[src/rtl/sdf_r2_stage.sv]
// rtl/sdf_r2_stage.sv - radix-2 single-path delay-feedback FFT butterfly stage
// Pairs each sample with the one DEPTH accepts earlier; sums leave directly, differences recirculate.
module sdf_r2_stage #(
  parameter int WIDTH = 16,
  parameter int DEPTH = 32
) (
  input  logic             clk,
  input  logic             rst_n,
  input  logic             in_valid,
  input  logic [WIDTH-1:0] in_re,
  input  logic [WIDTH-1:0] in_im,
  output logic             out_valid,
  output logic [WIDTH-1:0] out_re,
  output logic [WIDTH-1:0] out_im,
  output logic             out_first,
  output logic             out_diff
);

  localparam int CW = $clog2(2 * DEPTH);
  localparam logic [CW-1:0] CNT_LAST = CW'(2 * DEPTH - 1);
  localparam logic [CW-1:0] CNT_HALF = CW'(DEPTH);

  logic [CW-1:0]    cnt;
  logic             primed;
  logic [WIDTH-1:0] dl_re [DEPTH];
  logic [WIDTH-1:0] dl_im [DEPTH];

  logic             phase;
  logic [WIDTH-1:0] head_re, head_im;
  logic [WIDTH-1:0] sum_re, sum_im, dif_re, dif_im;
  logic [WIDTH-1:0] push_re, push_im;

  // Keep WIDTH+1 bits of the exact result, then drop bit WIDTH-1: the low bits
  // are kept and the MSB is replaced by the extended sign bit, without saturation.
  function automatic logic [WIDTH-1:0] drop_guard(input logic [WIDTH:0] r);
    return r[WIDTH-1:0] ^ {r[WIDTH] ^ r[WIDTH-1], {(WIDTH-1){1'b0}}};
  endfunction

  function automatic logic [WIDTH-1:0] add_c(input logic [WIDTH-1:0] a, input logic [WIDTH-1:0] b);
    return drop_guard({a[WIDTH-1], a} + {b[WIDTH-1], b});
  endfunction

  function automatic logic [WIDTH-1:0] sub_c(input logic [WIDTH-1:0] a, input logic [WIDTH-1:0] b);
    return drop_guard({a[WIDTH-1], a} - {b[WIDTH-1], b});
  endfunction

  always_comb begin
    phase   = cnt[CW-1];
    head_re = dl_re[DEPTH-1];
    head_im = dl_im[DEPTH-1];
    sum_re  = add_c(head_re, in_re);
    sum_im  = add_c(head_im, in_im);
    dif_re  = sub_c(head_re, in_re);
    dif_im  = sub_c(head_im, in_im);
    push_re = phase ? dif_re : in_re;
    push_im = phase ? dif_im : in_im;
  end

  always_ff @(posedge clk or negedge rst_n) begin
    if (!rst_n) begin
      cnt       <= '0;
      primed    <= 1'b0;
      out_valid <= 1'b0;
      out_first <= 1'b0;
      out_diff  <= 1'b0;
      out_re    <= '0;
      out_im    <= '0;
      for (int i = 0; i < DEPTH; i++) begin
        dl_re[i] <= '0;
        dl_im[i] <= '0;
      end
    end else begin
      out_valid <= 1'b0;
      out_first <= 1'b0;
      out_diff  <= 1'b0;
      if (in_valid) begin
        cnt <= cnt + 1'b1;
        if (cnt == CNT_LAST)
          primed <= 1'b1;
        for (int i = DEPTH - 1; i > 0; i--) begin
          dl_re[i] <= dl_re[i-1];
          dl_im[i] <= dl_im[i-1];
        end
        dl_re[0] <= push_re;
        dl_im[0] <= push_im;
        if (phase) begin
          out_valid <= 1'b1;
          out_re    <= sum_re;
          out_im    <= sum_im;
          out_first <= (cnt == CNT_HALF);
        end else begin
          // Fill phase: the head holds last frame's difference, valid only once primed.
          out_valid <= primed;
          out_diff  <= primed;
          out_re    <= head_re;
          out_im    <= head_im;
        end
      end
    end
  end

endmodule

[config.mk]
export PLATFORM = sky130hd
export DESIGN_NAME = sdf_r2_stage
export DESIGN_NICKNAME = d
export VERILOG_FILES = /design/src/rtl/sdf_r2_stage.sv
export SDC_FILE = /design/constraint.sdc
export NUM_CORES = 1
export LEC_CHECK = 0
export BUFFER_PORTS_ARGS = -buffer_cell sky130_fd_sc_hd__buf_2
export CORE_MARGIN = 2
export CORE_UTILIZATION = 40
export CTS_CLUSTER_SIZE = 8
export DETAILED_ROUTE_END_ITERATION = 16
export SLEW_MARGIN = 20
export SYNTH_ARGS = -nofsm -noshare
export SYNTH_HDL_FRONTEND = slang
export SYNTH_SLANG_ARGS = --single-unit
[constraint.sdc]
create_clock -name clk -period 2.1 [get_ports clk]
set_input_delay 0.105 -clock clk [delete_from_list [all_inputs] [get_ports clk]]
set_output_delay 0.105 -clock clk [all_outputs]
set_load 0.02 [all_outputs]
## After elaboration in Yosys (flattened, before gate mapping)

Cells that the tools add are included.

| storage, ports and cells | value |
|---|---|
| word-level logic and storage cells | 97 |
| input port bits | 35 |
| register bits after elaboration | 1,066 |
| output and inout bits | 35 |

| operators by class | value |
|---|---|
| muxes and demuxes | 10 |
| bitwise gates (word level) | 8 |
| add/sub/neg operators | 5 |
| eq/ne operators | 2 |
| reductions and logical operators | 1 |

Operators with widths:

| operator | count |
|---|---|
| two-way mux 16 bit | 4 |
| XOR 16 bit | 4 |
| adder 16 x 16 -> 17 bit | 2 |
| subtractor 16 x 16 -> 17 bit | 2 |
| equality test 6 bit (second input constant) | 2 |
| adder 6 x 1 -> 6 bit (second input constant) | 1 |
| two-way mux 1 bit | 6 |
| XOR 1 bit | 4 |
| AND reduction 2 bit | 1 |

## Depth between registers and ports, before layout

| depth | value |
|---|---|
| word-level depth | 4 |
| mapped depth | 11 |
| gate-level depth less buffers | 11 |

## Least setup slack after synthesis

OpenSTA, ideal clock, no wires.

| timing path | value |
|---|---|
| path type | reg2reg |
| start | reg dl_im (netlist bit head_im[0]) |
| end | reg dl_im[510] in the netlist's numbering |
| path slack | -254 ps |
| data arrival time | 2,228 ps |
| path buffers | 0 |
| required time | 1,974 ps |
| stages on the path, launching flop included | 12 |
| library setup time | 126 ps |
| period minus slack after synthesis | 2,354 ps |
| path through | dfrtp_1 > inv_1 > ha_1 > inv_1 > fa_1 > a21o_1 > a21oi_1 > o21ai_1 > a32oi_1 > a21oi_1 > mux2i_1 > a311o_1 |

| between the ends | value |
|---|---|
| word-level cells in the longest chain between the ends | 3 |

RTL lines:

| element | RTL line | RTL |
|---|---|---|
| start, declared | 26 | `logic [WIDTH-1:0] dl_im [DEPTH];` |
| start signal, assigned by index | 82 | `dl_im[i] <= dl_im[i-1];` |
| subtractor 16 x 16 -> 17 bit | 44 | `return drop_guard({a[WIDTH-1], a} - {b[WIDTH-1], b});` |
| XOR 16 bit | 36 | `return r[WIDTH-1:0] ^ {r[WIDTH] ^ r[WIDTH-1], {(WIDTH-1){1'b0}}};` |
| two-way mux 16 bit | 56 | `push_im = phase ? dif_im : in_im;` |

Every way passes these cells.
A chain may end at the register's enable or synchronous reset.

## Final worst setup path

| timing path | value |
|---|---|
| start | reg dl_re (netlist bit head_re[0]) |
| end | reg out_re[15] |

| between the ends | value |
|---|---|
| word-level cells in the longest chain between the ends | 4 |

RTL lines:

| element | RTL line | RTL |
|---|---|---|
| start, declared | 25 | `logic [WIDTH-1:0] dl_re [DEPTH];` |
| start signal, assigned by index | 81 | `dl_re[i] <= dl_re[i-1];` |
| adder 16 x 16 -> 17 bit * | 40 | `return drop_guard({a[WIDTH-1], a} + {b[WIDTH-1], b});` |
| XOR 1 bit | 36 |  |
| XOR 16 bit * | 36 |  |
| two-way mux 16 bit * | 86 | `if (phase) begin` |
| end signal, assigned | 88 | `out_re <= sum_re;` |
| end signal, assigned | 95 | `out_re <= head_re;` |
| end, declared | 13 | `output logic [WIDTH-1:0] out_re,` |

Mark *: on every way between the ends. The rest lies on a longest branch, timed or not.

==> impl_metrics.ini <==
[logic_synthesis]
ys.warnings.count = 0
synth_nets = 2952
synth_edf_count = 0
synthArstFlopShare = 1.00
synth_xor_area_frac = 0.00779
synth_mux_area_frac = 0.271
yosysSeqAreaShare = 0.625
synth-compound-area-share = 0.0334
syn_avg_cell_area_um2 = 15.0
synthFlopType = dfrtp_1
ys_types = 63
ys_ff_latch = 1066
syn_area_um2 = 42700
synth-simple-area-share = 0.0222
synth_cells = 2847
synth-adder-area-share = 0.0212
synth_top_family_by_area = multiplexers

[worst_setup_path]
crit_buf_inv = 1
critPathMaxStageDelay_ns = 0.41
path_delay_family = compound AO/OA/AOI/OAI gates
reg2reg_from = head_re[0]
r2r_end = out_re[15]
critical_path.slowest_cell = dfrtp_1
start_kind = register
r2r_cells = 10
crit_path_max_fanout = 3
critPathKind = reg2reg
crit_arrival_ns = 3.07
worstSetupEndpointType = register
reg2reg_slack_ns = -0.30
required_ns = 2.77
path_common_cell = o21bai_4
crit_chain = ha_2 > inv_2 > fa_2 > o21bai_4 > a221oi_4 > o21bai_4 > a21oi_4 > o221ai_2 > a2111o_1 > a21oi_2

[timing]
fin_setup_tns_ns = -4.20
slew_viol_final = 0
fmax_mhz = 417
skew_ns = 0.0226
worst_pin_slew_ns = 0.571
fin_crit_ns = 2.40
slew-limit-headroom = 0.620
fin_ws_ns = -0.300
finalCritPeriodShare = 1.14
rsz0062_at_grt = true
setup_violations = 29
finalHoldViolations = 0

[power_and_ir_drop]
swShare = 0.265
p_total_mw = 69.5
switching_power_mw = 18.4
p_int_mw = 51.1
seqPwrFrac = 0.491
p_clk_frac = 0.307
vdd_drop_max_mv = 0.703
power_frac_comb = 0.202
power_density_nw_per_um2 = 1340
p_leak_nw = 23.1

[cells_and_area]
fin_cells = 4602
final_core_util = 0.491
n_antenna_cell = 0
final_nets = 3299
synthToLayoutAreaGrowth_pct = 21.2
drive_gt1_frac = 0.505

[clock_network]
cts_root_buf = clkbuf_16
htreeDepth = 4
cts_buffer_depth = 3
cts.clk_slew.worst_paths_ns = 0.05
clock-sinks = 1066
worstSkewPairLatency_ns = 0.74
numCtsBuffers = 151
cts_tree = built

[die]
dieArea_um2 = 109000
rows = 119
die_x_um = 331
dieHeight_um = 331
start_util = 0.405
core-area_um2 = 106000
ios = 70

[detailed_routing]
viasPerCell = 5.02
routed_wl_um = 77800
vias = 23125
drtAntennaViolNets = 0
drc = 0
detail_route.wl_per_cell_um = 16.9
dr.pass1.iters = 4
drt-initial-drc-count = 1101

[placed_design]
dp.cells = 4361
gp_congestion = 0.854
portBuffers = 69
hpwl_um = 49200

[hold_path]
hold_class = in2reg
min_path_cells = 6
min_from = in_im[5]
hold-path-endpoint = dl_im[501]

[global_route]
grt_pass1_wl_um = 130000
grt_overflow = 0
grt_pass1_vias = 25115
track_usage = 0.146
antenna_found_initial = 0
grt_max_degree = 114

[status]
violations = negative setup slack
status = finished with violations

[run]
cap_violations = 0
==> registers in the layout (all words and copies together) (netlist names) <==
name and count:
out_first 1, out_valid 1, head_im 16, cnt 6, out_re 16, out_diff 1
dl_re 496, head_re 16, dl_im 496, primed 1, out_im 16
==> logic make-up after synthesis <==
| family | Yosys count |
|---|---|
| xor+xnor | 38 |
| simple gates | 198 |
| flops | 1066 |
| buf+inv | 227 |
| compound gates | 220 |
| mux | 1028 |
| fa+ha+maj | 70 |
==> routing by layer <==
metal	share of wire	routed length, um	track usage	vias up
met5	0	0	0	-
met1	0.47	36500	0.197	11931
met2	0.47	36600	0.231	328
met3	0.035	2700	0.0296	143
met4	0.025	1950	0.0575	0
li1	-	-	-	10723
==> through the flow <==
step	hold WS (ns)	instance area, um^2	setup WS, ns
4_1_cts	0.0265	51400	-0.226
5_1_grt	0.0758	51800	-0.368
6_report	0.0914	51800	-0.300
3_5_place_dp	0.0630	46300	-0.339
3_3_place_gp	0.0704	46300	-0.321
2_1_floorplan	-0.191	42800	-0.103
==> placed cells by master (no fill, tap or decap), types with 8 or more instances in the layout <==
master         count
o211ai_1           8
inv_2             10
inv_1             60
a31oi_1           10
nand3_1           21
nor3_1             8
dfrtp_1         1062
nor2_1            76
a21oi_2           23
mux2_2          1006
a21oi_1           63
clkbuf_16        151
mux2i_1           17
ha_4              16
xnor2_1           27
nand2_1           29
buf_2             67
o21ai_0           29
buf_6             16
buf_12            34
ha_1              45
dlygate4sd3_1     34
buf_4            195
a311o_1            8
nor2b_1           17
==> power by group through the flow <==
| stage | combinational (mW) | sequential [mW] | clock [mW] |
|---|---|---|---|
| 3_3_place_gp | 13.1 | 34.1 | 0 |
| 4_1_cts | 14.1 | 34.3 | 22.2 |
| 5_1_grt | 15.4 | 35.4 | 23.1 |
| 6_report | 14.0 | 34.1 | 21.4 |
| 3_5_place_dp | 13.6 | 34.5 | 0 |
| 2_1_floorplan | 10.3 | 32.9 | 0 |
==> area by class of cell <==
type | count | area [um^2]
Clock buffer | 154 | 3800
Clock inverter | 16 | 324
Fill cell | 8925 | 53800
Inverter | 72 | 277
Multi-Input combinational cell | 1554 | 15900
Sequential cell | 1066 | 26700
Tap cell | 1391 | 1740
Timing Repair Buffer | 349 | 3040
==> synthesized netlist by cell type, types with 3 or more instances <==
cell / number / area [um^2]
a21oi_1: 88 / 440
o31ai_1: 11 / 82.6
a311o_1: 8 / 80.1
o21a_1: 7 / 52.6
o22ai_1: 6 / 37.5
o221ai_1: 3 / 26.3
mux2_2: 1011 / 11400
mux2i_1: 17 / 170
a21o_1: 7 / 52.6
nor3_1: 11 / 55.1
xnor2_1: 34 / 298
and3_1: 4 / 25.0
buf_2: 9 / 45.0
nand3_1: 21 / 105
or3_1: 4 / 25.0
a211oi_1: 3 / 22.5
clkbuf_1: 136 / 510
o21bai_1: 5 / 37.5
a31oi_1: 13 / 81.3
buf_1: 8 / 30.0
nor4_1: 3 / 18.8
nand4_1: 7 / 43.8
inv_2: 4 / 15.0
ha_1: 66 / 826
o211ai_1: 8 / 60.1
xor2_1: 4 / 35.0
nor2b_1: 19 / 119
nand2b_1: 8 / 50.1
fa_1: 4 / 80.1
dfrtp_1: 1066 / 26700
or2_2: 3 / 18.8
nor2_1: 81 / 304
a21boi_0: 3 / 22.5
inv_1: 68 / 255
o21ai_0: 35 / 175
nand2_1: 29 / 109
==> worst min-delay path, cell delays in order <==
cell,delay [ns]
buf_2,0.12
inv_1,0.11
o21ai_0,0.12
a21oi_2,0.15
buf_4,0.14
nor2_1,0.04
==> worst max path at each step <==
| stage | startpoint | depth (start not counted) | to |
|---|---|---|---|
| final | head_re[0] | 10 | out_re[15] |
| after floorplan | head_im[0] | 11 | dl_im[510] |
| after global routing | head_re[0] | 10 | out_re[15] |
| after detailed placement | head_im[5] | 8 | out_im[15] |
| after global placement | head_im[5] | 8 | out_im[15] |
| after CTS | head_im[0] | 12 | dl_im[511] |
==> timing repair <==
item | in CTS | in global routing
setup endpoints to repair | 40 | 47
hold buffers | 34 | 0
pin swaps | 49 | 52
buffers inserted | 26 | 17
endpoints found under the hold margin | 1112 | 0
resized for setup | 90 | 62
(Power assumes the default switching activity.)
